### config.mk
export PLATFORM = sky130hd
export DESIGN_NAME = trig_lut_scheduler
export DESIGN_NICKNAME = d
export VERILOG_FILES = /design/src/rtl/trig_sched_pkg.sv /design/src/rtl/trig_rr_arbiter.sv /design/src/rtl/trig_lut_scheduler.sv
export SDC_FILE = /design/constraint.sdc
export NUM_CORES = 1
export LEC_CHECK = 0
export ABC_AREA = 1
export ABC_CLOCK_PERIOD_IN_PS = 2460
export BUFFER_PORTS_ARGS = -buffer_cell sky130_fd_sc_hd__buf_2
export CELL_PAD_IN_SITES_DETAIL_PLACEMENT = 0
export CELL_PAD_IN_SITES_GLOBAL_PLACEMENT = 2
export CORE_MARGIN = 4
export CORE_UTILIZATION = 22
export DETAILED_ROUTE_END_ITERATION = 10
export PLACE_DENSITY = 0.83
export SKIP_CTS_REPAIR_TIMING = 1
export SLEW_MARGIN = 15
export SYNTH_ARGS = -nofsm -noshare
export SYNTH_HDL_FRONTEND = slang
export SYNTH_SLANG_ARGS = --single-unit
### constraint.sdc
create_clock -name clk -period 2.46 [get_ports clk]
set_clock_uncertainty 0.15 [all_clocks]
set_input_delay 0.246 -clock clk [delete_from_list [all_inputs] [get_ports clk]]
set_output_delay 0.246 -clock clk [all_outputs]
set_load 0.03 [all_outputs]
### src/rtl/trig_sched_pkg.sv
// Shared definitions for the trig LUT scheduler: function codes, FSM state
// encoding, angle constants and the angle-to-quadrant reduction helper.
package trig_sched_pkg;

    // Function codes double as the bit position in the one-hot LUT enable.
    localparam logic [2:0] FUNC_SIN = 3'd0;
    localparam logic [2:0] FUNC_COS = 3'd1;
    localparam logic [2:0] FUNC_TAN = 3'd2;
    localparam logic [2:0] FUNC_CSC = 3'd3;
    localparam logic [2:0] FUNC_SEC = 3'd4;
    localparam logic [2:0] FUNC_COT = 3'd5;

    localparam int NUM_FUNCS = 6;

    // FSM state encoding.
    localparam logic [2:0] ST_IDLE    = 3'd0;
    localparam logic [2:0] ST_REDUCE  = 3'd1;
    localparam logic [2:0] ST_ISSUE   = 3'd2;
    localparam logic [2:0] ST_CAPTURE = 3'd3;
    localparam logic [2:0] ST_RESP    = 3'd4;

    localparam logic [8:0] DEG_90  = 9'd90;
    localparam logic [8:0] DEG_180 = 9'd180;
    localparam logic [8:0] DEG_270 = 9'd270;
    localparam logic [8:0] DEG_360 = 9'd360;

    // Quadrant plus reference angle (0..90) handed to the LUT bank.
    typedef struct packed {
        logic [1:0] quad;
        logic [6:0] ref_deg;
    } reduced_t;

    // Inputs top out at 511, so a single subtraction of 360 is enough.
    function automatic reduced_t reduce_angle(input logic [8:0] angle);
        logic [8:0] a;
        reduced_t   r;
        a = (angle >= DEG_360) ? angle - DEG_360 : angle;
        if (a < DEG_90) begin
            r.quad    = 2'd0;
            r.ref_deg = 7'(a);
        end else if (a < DEG_180) begin
            r.quad    = 2'd1;
            r.ref_deg = 7'(DEG_180 - a);
        end else if (a < DEG_270) begin
            r.quad    = 2'd2;
            r.ref_deg = 7'(a - DEG_180);
        end else begin
            r.quad    = 2'd3;
            r.ref_deg = 7'(DEG_360 - a);
        end
        return r;
    endfunction

    function automatic logic func_is_valid(input logic [2:0] func);
        return func <= FUNC_COT;
    endfunction

endpackage

### src/rtl/trig_rr_arbiter.sv
// Round-robin arbiter: grants the first active requester strictly after the
// pointer, wrapping around. Purely combinational; the pointer lives in the
// caller so it only advances when a grant is actually taken.
module trig_rr_arbiter #(
    parameter  int NUM_REQ = 4,
    localparam int PTR_W   = $clog2(NUM_REQ)
) (
    input  logic [NUM_REQ-1:0] req_i,
    input  logic [PTR_W-1:0]   ptr_i,
    output logic [NUM_REQ-1:0] grant_o,
    output logic [PTR_W-1:0]   idx_o,
    output logic               any_o
);

    // Scan ptr+1 .. ptr+NUM_REQ (mod NUM_REQ) and keep the first hit.
    always_comb begin
        int               cand;
        logic [PTR_W-1:0] cand_idx;
        // NOTE: every variable assigned here gets a default first so no path
        // leaves it unassigned, which would otherwise infer a latch.
        grant_o  = '0;
        idx_o    = '0;
        any_o    = 1'b0;
        cand     = 0;
        cand_idx = '0;
        for (int k = 1; k <= NUM_REQ; k++) begin
            cand = int'(ptr_i) + k;
            if (cand >= NUM_REQ) begin
                cand = cand - NUM_REQ;
            end
            cand_idx = PTR_W'(cand);
            if (!any_o && req_i[cand_idx]) begin
                any_o             = 1'b1;
                grant_o[cand_idx] = 1'b1;
                idx_o             = cand_idx;
            end
        end
    end

endmodule

### src/rtl/trig_lut_scheduler.sv
// Trig LUT scheduler: shares one six-function LUT bank between NUM_REQ
// requesters. Arbitrates round-robin, reduces the angle to quadrant and
// reference angle, pulses one LUT enable, captures the 64-bit result and
// returns it over a valid/ready handshake.
// Optional build macro TRIG_SCHED_STATS_EN adds saturating response counters
// stat_done / stat_err.
`ifndef DATA_WIDTH
`define DATA_WIDTH 32
`endif

module trig_lut_scheduler
    import trig_sched_pkg::*;
#(
    parameter  int NUM_REQ    = 4,
    parameter  int DATA_WIDTH = `DATA_WIDTH,
    localparam int ID_W       = $clog2(NUM_REQ)
) (
    input  logic                  clk,
    input  logic                  reset_n,
    input  logic [NUM_REQ-1:0]    req_valid,
    output logic [NUM_REQ-1:0]    req_ready,
    input  logic [NUM_REQ*9-1:0]  req_angle,
    input  logic [NUM_REQ*3-1:0]  req_func,
    output logic                  rsp_valid,
    input  logic                  rsp_ready,
    output logic [ID_W-1:0]       rsp_id,
    output logic                  rsp_err,
    output logic [63:0]           rsp_data,
    output logic [NUM_FUNCS-1:0]  lut_en,
    output logic [1:0]            lut_quadrant,
    output logic [DATA_WIDTH-1:0] lut_data_in,
    input  logic [63:0]           lut_data_out,
    output logic                  busy
`ifdef TRIG_SCHED_STATS_EN
    ,
    output logic [31:0]           stat_done,
    output logic [15:0]           stat_err
`endif
);

    logic [2:0]         state_q, state_d;
    logic [ID_W-1:0]    ptr_q, ptr_d;
    logic [ID_W-1:0]    id_q, id_d;
    logic [8:0]         angle_q, angle_d;
    logic [2:0]         func_q, func_d;
    logic [1:0]         quad_q, quad_d;
    logic [6:0]         ref_q, ref_d;
    logic               err_q, err_d;
    logic [63:0]        data_q, data_d;

    logic [NUM_REQ-1:0] grant;
    logic [ID_W-1:0]    grant_idx;
    logic               grant_any;
    reduced_t           reduced;

    trig_rr_arbiter #(
        .NUM_REQ (NUM_REQ)
    ) u_arb (
        .req_i   (req_valid),
        .ptr_i   (ptr_q),
        .grant_o (grant),
        .idx_o   (grant_idx),
        .any_o   (grant_any)
    );

    assign reduced = reduce_angle(angle_q);

    // Next-state and datapath update for the request/response sequence.
    always_comb begin
        state_d = state_q;
        ptr_d   = ptr_q;
        id_d    = id_q;
        angle_d = angle_q;
        func_d  = func_q;
        quad_d  = quad_q;
        ref_d   = ref_q;
        err_d   = err_q;
        data_d  = data_q;
        case (state_q)
            ST_IDLE: begin
                if (grant_any) begin
                    ptr_d   = grant_idx;
                    id_d    = grant_idx;
                    angle_d = req_angle[int'(grant_idx)*9 +: 9];
                    func_d  = req_func[int'(grant_idx)*3 +: 3];
                    err_d   = 1'b0;
                    data_d  = '0;
                    state_d = ST_REDUCE;
                end
            end
            ST_REDUCE: begin
                quad_d = reduced.quad;
                ref_d  = reduced.ref_deg;
                if (!func_is_valid(func_q)) begin
                    err_d   = 1'b1;
                    data_d  = '0;
                    state_d = ST_RESP;
                end else begin
                    state_d = ST_ISSUE;
                end
            end
            ST_ISSUE: begin
                state_d = ST_CAPTURE;
            end
            ST_CAPTURE: begin
                // The LUT registers its output, so the result of the ISSUE
                // cycle is on the bus now.
                data_d  = lut_data_out;
                state_d = ST_RESP;
            end
            ST_RESP: begin
                if (rsp_ready) begin
                    state_d = ST_IDLE;
                end
            end
            default: begin
                state_d = ST_IDLE;
            end
        endcase
    end

    // State registers with synchronous active-low reset.
    always_ff @(posedge clk) begin
        // NOTE: sequential state uses non-blocking assignments so every
        // register samples its pre-edge value regardless of statement order.
        if (!reset_n) begin
            state_q <= ST_IDLE;
            ptr_q   <= ID_W'(NUM_REQ - 1);
            id_q    <= '0;
            angle_q <= '0;
            func_q  <= '0;
            quad_q  <= '0;
            ref_q   <= '0;
            err_q   <= 1'b0;
            data_q  <= '0;
        end else begin
            state_q <= state_d;
            ptr_q   <= ptr_d;
            id_q    <= id_d;
            angle_q <= angle_d;
            func_q  <= func_d;
            quad_q  <= quad_d;
            ref_q   <= ref_d;
            err_q   <= err_d;
            data_q  <= data_d;
        end
    end

    // Grants are only visible in IDLE and never while reset is held.
    assign req_ready    = (state_q == ST_IDLE && reset_n) ? grant : '0;

    // LUT interface is quiet except in ISSUE, where func is known valid.
    assign lut_en       = (state_q == ST_ISSUE) ? (6'd1 << func_q) : '0;
    assign lut_quadrant = (state_q == ST_ISSUE) ? quad_q : 2'd0;
    assign lut_data_in  = (state_q == ST_ISSUE) ? {{(DATA_WIDTH-7){1'b0}}, ref_q}
                                                : '0;

    assign rsp_valid    = (state_q == ST_RESP);
    assign rsp_id       = id_q;
    assign rsp_err      = err_q;
    assign rsp_data     = data_q;
    assign busy         = (state_q != ST_IDLE);

`ifdef TRIG_SCHED_STATS_EN
    logic [31:0] stat_done_q;
    logic [15:0] stat_err_q;

    // Saturating counters of completed and rejected responses.
    always_ff @(posedge clk) begin
        if (!reset_n) begin
            stat_done_q <= '0;
            stat_err_q  <= '0;
        end else if (rsp_valid && rsp_ready) begin
            if (err_q) begin
                if (!(&stat_err_q)) begin
                    stat_err_q <= stat_err_q + 16'd1;
                end
            end else if (!(&stat_done_q)) begin
                stat_done_q <= stat_done_q + 32'd1;
            end
        end
    end

    assign stat_done = stat_done_q;
    assign stat_err  = stat_err_q;
`endif

endmodule

==> key figures <==
Critical path
  • Crit path max-delay family: buffers and inverters
  • Critical path required time: 2.06 ns
  • Crit Reg-Reg Endpoint: rsp_data[43]
  • Critical-path cell list: inv_2, ha_4, inv_4, nand2_4, nand2_4, inv_4, nand2_4, nor2_4, inv_2, o21ai_2, o21ai_1, inv_1, buf_6
  • Worst r2r src: ptr_q[0]
  • Crit Path Max Fanout: 4
  • Crit path capture type: primary output
  • Critical path type: register to primary output
  • WP data arrival: 2.09 ns
  • Slowest CP cell: dfxtp_2
  • Reg2Reg Depth: 17
  • Startpoint Class: register
  • Critical Path Max Stage Delay: 0.36 ns
  • Setup slack, reg-to-reg: 0.06 ns
  • CP Buf/Inv Count: 6
  • Most used cell, CP: nand2_4

Logic synthesis
  • Mux share of post-synthesis cell area: 0
  • Post-synth top cells: nand2_1, dfxtp_1, a21oi_1
  • Sequential-to-total area share from yosys stat: 0.351
  • Area leader, netlist: dfxtp_1
  • Synth Area in Simple Gates: 0.349
  • Adder-cell share of the synthesized area: 0.0212
  • Yosys warns: 0
  • Xor and xnor area share after synthesis: 0.00825
  • Synthesized area: 5310 um2
  • Top-count cell post-synth: nand2_1
  • Flops & latches, synth: 93
  • Number of enable flip-flop cells after synthesis: 0
  • Synth area leaders: dfxtp_1, nand2_1, a21oi_1, nand3_1, inv_1
  • Synth top area share: 0.351
  • Post-synth ARST share: 0
  • Syn avg cell area: 6.44 um2
  • Post-Synthesis Cells: 824
  • Unique cell type count in the Yosys netlist: 38
  • Prevailing post-synth register cell: dfxtp_1
  • Main combinational cell family by area after synthesis: simple AND/OR/NAND/NOR gates
  • Compound-cell area share of the yosys netlist: 0.133

Clock tree
  • H-tree levels: 3
  • CTS Buffer Depth: 2
  • Clk_lat worst skew: 0.34 ns
  • Clock tree root buffer cell: clkbuf_16
  • CTS tree: done
  • Clock slew at reported path FFs: 0.07 ns
  • # clock sinks: 93
  • Num CTS Buffers: 9

Placement
  • DP Worst Slack: -0.0265 ns
  • Post-DP HPWL: 14100 um
  • Post-Place Cells: 1366
  • GPL Wtd Cong: 0.842
  • IO Port Bufs: 206
  • Cell Area, Placed: 6900 um2

STA
  • Max Clock Freq: 402 MHz
  • Worst slew margin: 0.548
  • Setup-failing EPs final: 2
  • Min Clock Period, post-route: 2.49 ns
  • Slew Limit Fails: 0
  • Total negative setup slack: -0.0257 ns
  • Final hold vios: 0
  • PnR worst setup slack: -0.0254 ns
  • Worst-margin pin slew: 0.678 ns
  • RSZ-0062 raised after global routing: yes
  • Crit share post-route: 1.01

Drt
  • DR DRC count: 0
  • Vias/cell: 4.17
  • Met3 WL: 709 um
  • Number of detailed-route iterations in the first pass: 4
  • Met2 Routed Length: 9660 um
  • Final ANT Viol Nets: 0
  • DR WL/cell: 13.6 um
  • Routed wire length: 19400 um
  • M1 wire length: 8780 um
  • Vias: 5955
  • DR top layer: met4
  • DRT iter0 DRCs: 239

Die
  • Die area: 26700 um2
  • Vert. Die Dim: 163 um
  • Core area: 23600 um2
  • IO Count: 232
  • Die Width: 163 um
  • Starting density of the core: 0.225
  • Cell Rows: 56

Power and ir drop
  • Static leakage: 3.97 nW
  • P per Cell Area: 1200 nW/um2
  • VDD IR max: 0.402 mV

Final layout
  • # fillers: 2615
  • FF/Latch Area: 1870 um2
  • Share of cells above drive strength 1: 0.359
  • Layout area overhead: 50.7%
  • Total Nets Final: 1232
  • ANT cells: 0
  • Multi-input logic area: 3100 um2
  • Fin area: 8000 um2
  • Final non-filler cell total: 1428

Min path
  • Hold Path Origin: lut_data_out[16]
  • Worst Hold End: rsp_data[16]
  • Hold Path Class: input port to register
  • Hold path depth: 3

GRT
  • Vias in the first global route: 5387
  • Largest net degree at the start of global routing: 89
  • Total track usage: 0.131
  • Initial antenna violation count: 0
  • Global route overflow: 0
  • First-pass GRT wire length: 28000 um

Run
  • Max Cap Viol: 0

Outcome
  • Outcome: finished, violations left
  • Failing checks: setup timing
-- how the worst max path moves through the flow --
stage | startpoint | endpoint | slack [ns] | depth (start not counted)
after detailed placement | ptr_q[0] | func_q[1] | -0.03 | 16
after global routing | ptr_q[0] | req_ready[3] | -0.15 | 13
after CTS | ptr_q[0] | req_ready[0] | -0.29 | 12
final | ptr_q[0] | req_ready[3] | -0.03 | 13
after global placement | ptr_q[0] | func_q[1] | 0.004 | 16
after floorplan | ptr_q[0] | angle_q[4] | 0.03 | 16
-- power breakdown --
| part | switching (mW) | leakage [nW] | total, mW | internal [mW] |
|---|---|---|---|---|
| Sequential | 0.141 | 0.756 | 1.89 | 1.74 |
| Clock | 0.635 | 0.140 | 1.38 | 0.749 |
| Combinational | 3.67 | 3.08 | 6.31 | 2.65 |
| Total | 4.44 | 3.97 | 9.58 | 5.14 |
-- worst register-to-register path: stages, from the launching register on --
cell     delay, ns
dfxtp_2       0.36
inv_2         0.06
ha_4          0.29
inv_4         0.05
nand2_4       0.06
nand2_4       0.08
inv_4         0.08
nand2_4       0.07
buf_4         0.14
nor3_2        0.13
nand2_1       0.09
nand2_1       0.09
inv_2         0.06
o31ai_4       0.12
buf_4         0.21
buf_12        0.13
nand2_1       0.06
a21oi_1       0.12
-- sequential cells by signal, summed over array words and instances (netlist names), 2 cells and up --
signal	count
ref_q	7
func_q	3
quad_q	2
angle_q	9
state_q	3
ptr_q	2
rsp_data	64
rsp_id	2
-- layout by cell type, fill, tap and decap left out, types with 6 or more instances in the layout --
cell and count:
a21oi_1 91, buf_12 7, buf_2 202, buf_4 56, buf_6 12, clkbuf_16 12, conb_1 25, dfxtp_1 88
dlygate4sd3_1 19, inv_1 74, inv_2 14, nand2_1 273, nand2_2 20, nand2_4 10, nand3_1 65, nand3_2 8
nor2_1 24, nor2_4 7, o21ai_0 12, o21ai_1 6, o21ai_2 7, or2_0 6, or2_2 7
-- area by class of cell --
type | instances | area share
multi-input cells | 607 | 0.388
clock buffers | 12 | 0.0321
inverters | 92 | 0.0444
repair buffers | 301 | 0.249
well taps | 319 | 0.0499
clock inverters | 4 | 0.00375
flip-flops and latches | 93 | 0.233
-- metrics by stage --
step / total power, mW / hold WS (ns) / util
finish: 9.58 / 0.000788 / 0.339
global route: 10.4 / 0.00209 / 0.339
CTS: 8.43 / -0.0209 / 0.304
detailed placement: 6.99 / 0.300 / 0.292
global placement: 7.00 / 0.294 / 0.292
floorplan: 5.39 / 0.195 / -
-- metal layers --
metal | global-route usage | up-vias
li1 | - | 3123
met1 | 0.172 | 2707
met2 | 0.222 | 106
met3 | 0.0212 | 19
met4 | 0.0370 | 0
met5 | 0 | -
-- cells by family (layout without fill, tap and decap cells) --
group           Yosys count  in the layout
xor+xnor                  5              5
other cells               1             25
fa+ha+maj                 9              9
compound gates          131            131
buf+inv                 150            409
flops                    93             93
simple gates            435            437
Power figures use the tool's default switching activity.
